$ cat config.mk
export PLATFORM = sky130hd
export DESIGN_NAME = dist_ram_rd_ctl
export DESIGN_NICKNAME = d
export VERILOG_FILES = /design/src/rtl/dist_ram_pkg.sv /design/src/rtl/dist_ram_rd_skid.sv /design/src/rtl/dist_ram_rd_ctl.sv
export SDC_FILE = /design/constraint.sdc
export NUM_CORES = 2
export LEC_CHECK = 0
export BUFFER_PORTS_ARGS = -buffer_cell sky130_fd_sc_hd__buf_2
export CAP_MARGIN = 15
export CORE_AREA = 3 3 399 401
export CTS_BUF_LIST = sky130_fd_sc_hd__clkbuf_4 sky130_fd_sc_hd__clkbuf_8
export CTS_CLUSTER_DIAMETER = 200
export CTS_CLUSTER_SIZE = 8
export DETAILED_ROUTE_END_ITERATION = 7
export DIE_AREA = 0 0 402 404
export GPL_ROUTABILITY_DRIVEN = 0
export GPL_TIMING_DRIVEN = 0
export HOLD_SLACK_MARGIN = 0.02
export PLACE_DENSITY = 0.5
export SETUP_SLACK_MARGIN = 0.3
export SYNTH_ARGS = -nofsm -noshare
export SYNTH_HDL_FRONTEND = slang
export SYNTH_SLANG_ARGS = --single-unit
$ cat constraint.sdc
create_clock -name clock -period 7.9 [get_ports clock]
set_input_delay 0.79 -clock clock [delete_from_list [all_inputs] [get_ports clock]]
set_output_delay 0.79 -clock clock [all_outputs]
set_load 0.01 [all_outputs]
$ cat src/rtl/dist_ram_pkg.sv
// Shared definitions for the distributed-RAM entry buffer controllers.
package dist_ram_pkg;

    localparam int DRD_SKID_DEPTH = 2;

    typedef enum logic [1:0] {
        EMPTY = 2'd0,
        ONE   = 2'd1,
        TWO   = 2'd2
    } buf_state_t;

endpackage

$ cat src/rtl/dist_ram_rd_skid.sv
// Two-entry FIFO skid buffer that catches RAM read data and holds the head
// entry stable for the downstream consumer.
module dist_ram_rd_skid
    import dist_ram_pkg::*;
#(
    parameter int DATA_WIDTH = 512
) (
    input  logic                  clock,
    input  logic                  reset_n,
    input  logic                  push,
    input  logic [DATA_WIDTH-1:0] push_data,
    input  logic                  pop,
    output logic                  head_valid,
    output logic [DATA_WIDTH-1:0] head_data,
    output logic [1:0]            count
);

    buf_state_t            state;
    logic [DATA_WIDTH-1:0] head_q;
    logic [DATA_WIDTH-1:0] tail_q;

    // A push while TWO without a pop never happens: the issuer stops at depth.
    always_ff @(posedge clock) begin
        if (!reset_n) begin
            state  <= EMPTY;
            head_q <= '0;
            tail_q <= '0;
        end else begin
            case (state)
                EMPTY: begin
                    if (push) begin
                        head_q <= push_data;
                        state  <= ONE;
                    end
                end
                ONE: begin
                    if (push && pop) begin
                        head_q <= push_data;
                    end else if (push) begin
                        tail_q <= push_data;
                        state  <= TWO;
                    end else if (pop) begin
                        state <= EMPTY;
                    end
                end
                TWO: begin
                    if (pop) begin
                        head_q <= tail_q;
                        if (push) begin
                            tail_q <= push_data;
                        end else begin
                            state <= ONE;
                        end
                    end
                end
                default: state <= EMPTY;
            endcase
        end
    end

    assign head_valid = (state != EMPTY);
    assign head_data  = head_q;
    assign count      = state;

endmodule

$ cat src/rtl/dist_ram_rd_ctl.sv
// Read-side drain controller: walks the RAM read port in commit order, absorbs
// the registered read latency and streams entries out under valid/ready.
module dist_ram_rd_ctl
    import dist_ram_pkg::*;
#(
    parameter int DATA_WIDTH = 512,
    parameter int ADDR_WIDTH = 5
) (
    input  logic                  clock,
    input  logic                  reset_n,
    input  logic                  wr_commit,
    output logic [ADDR_WIDTH-1:0] rd_addr,
    input  logic [DATA_WIDTH-1:0] rd_data,
    output logic                  out_valid,
    input  logic                  out_ready,
    output logic [DATA_WIDTH-1:0] out_data,
    output logic                  rd_release,
    output logic [ADDR_WIDTH:0]   entry_count,
    output logic                  overflow_err
);

    localparam logic [ADDR_WIDTH:0] FULL_LEVEL = {1'b1, {ADDR_WIDTH{1'b0}}};

    logic [ADDR_WIDTH:0]   pending;
    logic [ADDR_WIDTH:0]   level;
    logic [ADDR_WIDTH-1:0] rd_ptr;
    logic                  inflight;
    logic                  overflow;
    logic [1:0]            buf_cnt;
    logic [2:0]            occupancy;
    logic                  pop;
    logic                  issue;
    logic                  full;
    logic                  commit_ok;

    assign pop       = out_valid && out_ready;
    assign full      = (level == FULL_LEVEL);
    assign commit_ok = wr_commit && !full;

    // Count the slot a read in flight will need, less the one freed this cycle.
    assign occupancy = {1'b0, buf_cnt} + {2'b00, inflight} - {2'b00, pop};
    assign issue     = (pending != '0) && (occupancy < 3'(DRD_SKID_DEPTH));

    always_ff @(posedge clock) begin
        if (!reset_n) begin
            rd_ptr   <= '0;
            inflight <= 1'b0;
            pending  <= '0;
            level    <= '0;
            overflow <= 1'b0;
        end else begin
            rd_ptr   <= rd_ptr + ADDR_WIDTH'(issue);
            inflight <= issue;

            case ({commit_ok, issue})
                2'b10:   pending <= pending + 1'b1;
                2'b01:   pending <= pending - 1'b1;
                default: pending <= pending;
            endcase

            case ({commit_ok, pop})
                2'b10:   level <= level + 1'b1;
                2'b01:   level <= level - 1'b1;
                default: level <= level;
            endcase

            if (wr_commit && full) begin
                overflow <= 1'b1;
            end
        end
    end

    dist_ram_rd_skid #(
        .DATA_WIDTH (DATA_WIDTH)
    ) u_skid (
        .clock      (clock),
        .reset_n    (reset_n),
        .push       (inflight),
        .push_data  (rd_data),
        .pop        (pop),
        .head_valid (out_valid),
        .head_data  (out_data),
        .count      (buf_cnt)
    );

    assign rd_addr      = rd_ptr;
    assign rd_release   = pop;
    assign entry_count  = level;
    assign overflow_err = overflow;

endmodule
* Yosys cells after proc, flatten, opt, wreduce, memory -nomap -nowiden
Cells that the tools add are included.
** Storage, ports and cells
- Register bits after elaboration :: 1045
- Input bits :: 516
- Output and inout port bits :: 526
- Logic and storage cells :: 62
** Cells by class
- $add $sub $neg :: 7
- Order comparisons :: 1
- Eq/ne operators :: 13
- Multiplexer cells :: 17
- Reduce and logical (&&, ||, !) cells :: 16
** Operator list (count)
- two-way mux 512 bit :: 6
- case mux 512 bit (3 select lines) :: 1
- case mux 512 bit (2 select lines) :: 1
- case mux 6 bit (2 select lines) :: 2
- adder 6 x 1 -> 6 bit, second input constant :: 2
- two-way mux 2 bit :: 6
- subtractor 6 x 1 -> 6 bit, second input constant :: 2
- inequality test 2 bit, second input constant :: 4
- nonzero test 2 bit :: 4
- == test 2 x 1 -> 1 bit, second input constant :: 3
- == test 2 bit, second input constant :: 3
- == test 6 bit, second input constant :: 1
- case mux 2 bit (3 select lines) :: 1
- nonzero test 6 bit :: 1
- adder 5 x 1 -> 5 bit :: 1
- logical AND 1 bit :: 5
- AND reduction 5 bit :: 1
- AND reduction 4 bit :: 1
- adder 2 x 1 -> 3 bit :: 1
- less-than comparator 3 x 2 -> 1 bit, second input constant :: 1
- inequality test 3 bit, second input constant :: 1
- AND reduction 3 bit :: 1
- nonzero test 3 bit :: 1
- subtractor 3 x 1 -> 3 bit :: 1
- 3 further kinds :: 3

* Depth between registers and ports, before layout
- Word-level depth :: 7
- Mapped depth :: 16
- Mapped depth without buffers :: 13

* Hierarchy
Synthesis repeated with hierarchy kept, for this count alone.
** Unflattened totals
- Cell total of the unflattened synthesis :: 5341
- Area, all modules :: 47591.9 µm²
** By module, submodules not included
- dist_ram_rd_skid :: times used 1, cells an instance 5199, area each 46339.4 µm², sequential area each 20539.7 µm²
- dist_ram_rd_ctl :: times used 1, cells an instance 142, area each 1252.5 µm², sequential area each 380.4 µm²

* Worst setup path before layout
No wires, ideal clock.
- Path kind :: input-to-reg
- From :: input port out_ready
- To :: register pending[2]
- Library setup time :: 0.070 ns
- Data arrival time :: 3.339 ns
- Slack :: 4.490 ns
- Stages :: 15
- Cells stage by stage :: and3b_1 > buf_6 > o21ai_0 > fa_1 > xnor2_1 > nand2_1 > a31oi_1 > ha_1 > buf_2 > xor2_1 > ha_1 > a21oi_1 > xnor2_1 > or3_1 > a21oi_1
** Between the ends
- Cells in the longest elaborated chain, start to end :: 6
- Elaborated cells between the ends (all ways) :: 8
- Those cells by class :: add/sub (1); order compare (1); eq/ne (2); mux (1); reduce/logical (3)
** RTL lines
- from (decl) :: line dist_ram_rd_ctl.sv:15 : input logic out_ready,
- logical AND 1 bit (*) :: line dist_ram_rd_ctl.sv:36 : assign pop = out_valid && out_ready;
- subtractor 3 x 1 -> 3 bit (*) :: line dist_ram_rd_ctl.sv:41 : assign occupancy = {1'b0, buf_cnt} + {2'b00, inflight} - {2'b00, pop};
- less-than comparator 3 x 2 -> 1 bit (*) :: line dist_ram_rd_ctl.sv:42 : assign issue = (pending != '0) && (occupancy < 3'(DRD_SKID_DEPTH));
- logical AND 1 bit (*) :: line dist_ram_rd_ctl.sv:42
- named net issue :: line dist_ram_rd_ctl.sv:32 : logic issue;
- == test 2 x 1 -> 1 bit or == test 2 bit (tied branches) :: line dist_ram_rd_ctl.sv:55 : case ({commit_ok, issue})
- case mux 6 bit (2 select lines) or nonzero test 2 bit (tied branches)
- to (signal assigned) :: line dist_ram_rd_ctl.sv:56 : 2'b10: pending <= pending + 1'b1;
- to (signal assigned) :: line dist_ram_rd_ctl.sv:57 : 2'b01: pending <= pending - 1'b1;
- to (signal assigned) :: line dist_ram_rd_ctl.sv:58 : default: pending <= pending;
- to (decl) :: line dist_ram_rd_ctl.sv:24 : logic [ADDR_WIDTH:0] pending;
Mark *: on every way through the listed nets, which the timed path passes. The rest lies on a longest branch.
A chain may end at the register's enable or synchronous reset.

* Worst setup path after layout
- From :: register u_skid.state[1] (netlist: u_skid.count[1])
- To :: register pending[5]
** Between the ends
- Cells in the longest elaborated chain, start to end :: 7
- Elaborated cells between the ends (all ways) :: 10
- Those cells by class :: add/sub (2); order compare (1); eq/ne (2); mux (1); reduce/logical (4)
** RTL lines
- from (decl) :: line dist_ram_rd_skid.sv:18 : buf_state_t state;
- from (signal assigned) :: line dist_ram_rd_skid.sv:25 : state <= EMPTY;
- from (signal assigned) :: line dist_ram_rd_skid.sv:33 : state <= ONE;
- from (signal assigned) :: line dist_ram_rd_skid.sv:41 : state <= TWO;
- parallel branches: the longest is 2 deep, another holds adder 2 x 1 -> 3 bit
- subtractor 3 x 1 -> 3 bit (*) :: line dist_ram_rd_ctl.sv:41
- less-than comparator 3 x 2 -> 1 bit (*) :: line dist_ram_rd_ctl.sv:42
- logical AND 1 bit (*) :: line dist_ram_rd_ctl.sv:42
- named net issue :: line dist_ram_rd_ctl.sv:32
- == test 2 x 1 -> 1 bit or == test 2 bit (tied branches) :: line dist_ram_rd_ctl.sv:55
- case mux 6 bit (2 select lines) or nonzero test 2 bit (tied branches)
Mark *: on every way through the listed nets, which the timed path passes.

==> run summary <==
Status -> finished clean
Full die area -> 162000 µm²
Buffers & Inverters on Critical Path -> 3
Crit path to -> pending[5]
Final setup viols -> 0
Placed Cells incl. Taps -> 8325
CTS tree -> built
Met1 WL -> 73200 µm
DRT antenna net count -> 0
Clock sinks -> 1045
Mapped Nets -> 5753
Largest net degree at the start of global routing -> 17
Slowest-stage cell, CP -> o41ai_1
Initial antenna violation count -> 111
R2R depth -> 14
Crit path cell chain -> buf_4 -> and3b_1 -> buf_6 -> o21ai_0 -> fa_1 -> xnor2_1 -> nand2_1 -> a31oi_1 -> ha_1 -> buf_2 -> nor4bb_1 -> a211oi_1 -> o41ai_1 -> mux2i_1
Post-Layout Inst Area -> 53500 µm²
Mapped Area -> 43300 µm²
Post-synth EDFFs -> 0
PnR worst setup slack -> 4390 ps
CTS Buf Count -> 148
Final Max Tran Viols -> 0
Total GRT Usage -> 22.1%
Nature of the critical path startpoint -> register
Post-route setup TNS -> 0 ps
Main synth FF type -> dfxtp_1
Fill cells -> 16800
Reg-to-Reg Start -> u_skid.count[1]
Avg Cell Area, Syn -> 8.29 µm²
WS Path Type -> reg2reg
Pre-CTS setup slack -> 3960 ps
Avg Vias per Cell -> 4.82
Max cap viols -> 0
Maximum clock rate -> 285 MHz
Worst setup EP type -> register
Total wire length -> 188000 µm
Vias in the first global route -> 39400
Synth Area in Compound Gates -> 22.6%
Remaining Overflow, GRT -> 0
PwrDens -> 332 nW/µm²
Critical path arrival -> 4260 ps
1st-iter DRT viols -> 2429
Top Metal Used -> met5
Mapped Cells -> 5225
Cell Rows -> 145
Finished Layout Cells -> 8546
Final hold vios -> 0
DR DRC count -> 0
Count of cell types in the netlist -> 49
Met3 WL -> 16000 µm
Via count -> 41200
Die Span Y -> 404 µm
Peak VDD IR -> 0.142 mV
Worst-Skew Late Latency -> 860 ps
Mux contribution to synthesized area -> 0.162%
Post-layout minimum cycle time -> 3510 ps
Maximum clock path buffer count -> 3
Tot Pwr -> 17.8 mW
Total core area -> 156000 µm²
Post-CTS Setup Bufs -> 0
Placed Area -> 51200 µm²
Nets -> 6949
Fin crit share -> 44.4%
Die Width -> 402 µm
Critical path required time -> 8660 ps
Flop2flop setup slack -> 4390 ps
R2R Path End -> pending[5]
Pre-antenna DRT Iters -> 8
Minimum hold slack -> 184 ps
Clock-pin transition on the worst setup and hold timing paths -> 90 ps
PortBufs -> 1041
Largest family of logic cells by synthesized area -> simple AND/OR/NAND/NOR gates
#FFs+latches synth -> 1045
Register area share after synthesis -> 48.3%
Resized Gates After CTS -> 0
Routed len/inst -> 22.0 µm
Leakage dissipation -> 20.9 nW
CP Launch Point -> u_skid.count[1]
HPWL Detailed -> 145000 µm
Initial Utilization -> 27.8%
Worst-path fanout max -> 10
Synth Area in Adders -> 0.381%
IO Count -> 1042
WP depth -> 14
Setup Skew -> 49.1 ps
Post-layout util -> 34.3%
RSZ-0062 raised after global routing -> false
Critical Path Max Stage Delay -> 440 ps
Least-Margin Pin Slew -> 1140 ps
Share of cells above drive strength 1 -> 28.1%
Post-Synth Simple-Gate Area -> 22.9%
Synth Warn # -> 0
Global-route wire length before repair -> 269000 µm
Met2 WL -> 91400 µm
Root Buffer -> clkbuf_8
Async S/R FF share, synth -> 0%
H-tree depth -> 4
Xor/xnor share of the synthesized area -> 0.182%
P&R area growth vs syn -> 23.5%
Crit-path leading delay family -> compound AO/OA/AOI/OAI gates
Hold Crit Class -> in2reg
Relative slew slack -> 23.7%
timing repair:
item                                   CTS  global route
hold buffers                             4             0
endpoints found under the hold margin    4             0
setup endpoints to repair                0             0
cell usage after synthesis (all sizes together) (3+ instances only):
| library cell | number | area [µm²] |
|---|---|---|
| a211oi | 3 | 22.5 |
| a21oi | 518 | 2590 |
| a311oi | 512 | 6990 |
| and2 | 5 | 31.3 |
| buf | 205 | 1360 |
| clkbuf | 258 | 968 |
| dfxtp | 1045 | 20900 |
| ha | 10 | 125 |
| inv | 7 | 26.3 |
| mux2i | 7 | 70.1 |
| nand2 | 2056 | 7720 |
| nand2b | 5 | 31.3 |
| nand3 | 5 | 25.0 |
| nor2 | 532 | 2000 |
| nor2b | 5 | 31.3 |
| o21a | 3 | 22.5 |
| o21ai | 6 | 41.3 |
| xnor2 | 3 | 26.3 |
| xor2 | 6 | 52.6 |
worst reg2reg max path, cell delays in order (launching register included):
cell and delay [ps]:
dfxtp_1 370, buf_4 180, and3b_1 180, buf_6 120, o21ai_0 100, fa_1 430
xnor2_1 140, nand2_1 70, a31oi_1 310, ha_1 230, buf_2 220, nor4bb_1 320
a211oi_1 120, o41ai_1 440, mux2i_1 220
worst min-delay path by stage:
stage                                   from                 end  slack [ps]  cells past startpoint
after detailed placement  u_skid.tail_q[466]  u_skid.tail_q[466]         450                      2
after global routing            rd_data[197]  u_skid.tail_q[197]          90                      3
after global placement    u_skid.tail_q[308]  u_skid.tail_q[308]         440                      2
after floorplan             u_skid.tail_q[0]    u_skid.tail_q[0]         440                      2
final                            rd_data[77]   u_skid.tail_q[77]         180                      3
after CTS                       rd_data[197]  u_skid.tail_q[197]          30                      3
power breakdown:
part,switching [mW],internal (mW),leakage (nW)
logic,4.33,2.52,11.2
clock network,2.14,1.70,1.13
registers,0.657,6.41,8.53
state kept, by name, summed over array words and instances (netlist names):
signal,count
rd_addr,5
u_skid.count,2
overflow_err,1
entry_count,6
pending,6
u_skid.head_data,512
inflight,1
u_skid.tail_q,512
cells by family (layout without fill, tap and decap cells):
family / after synthesis / count (layout)
DFF: 1045 / 1045
muxes: 7 / 7
xor gates and xnor gates: 9 / 9
and+or+nand+nor: 2623 / 2623
buffers and inverters: 470 / 1678
other: 0 / 55
AOI/OAI and AO/OA: 1059 / 1059
adders and majority gates: 12 / 12
layout by cell type (no fill, tap or decap), types with 4 or more instances in the layout:
master,instances
nand2_1,2056
a311oi_2,400
inv_1,7
nand3_1,5
a21oi_1,518
buf_6,46
a311oi_1,112
diode_2,55
and2_1,5
buf_2,1176
clkbuf_1,257
nor2_1,532
mux2i_1,7
ha_1,10
buf_4,21
nand2b_1,5
o21ai_0,5
clkbuf_8,149
dfxtp_1,1045
xor2_1,6
dlygate4sd3_1,4
nor2b_1,5
routing by layer:
metal	up-vias	track usage, %
li1	20000	-
met4	34	8.72
met5	-	0
met1	19500	25.0
met2	1296	38.1
met3	372	7.73
area by class of cell:
| class | count | area [µm²] | share of cell area, % |
|---|---|---|---|
| Antenna cell | 55 | 138 | 0.257 |
| Clock inverter | 13 | 141 | 0.264 |
| Tap cell | 2058 | 2570 | 4.81 |
| Multi-Input combinational cell | 3710 | 20100 | 37.5 |
| Clock buffer | 149 | 2050 | 3.83 |
| Timing Repair Buffer | 1046 | 5280 | 9.86 |
| Inverter | 7 | 26.3 | 0.0491 |
| Sequential cell | 1045 | 20900 | 39.1 |
| Buffer | 463 | 2330 | 4.36 |
Note: power is estimated with default switching activity, not from simulation.
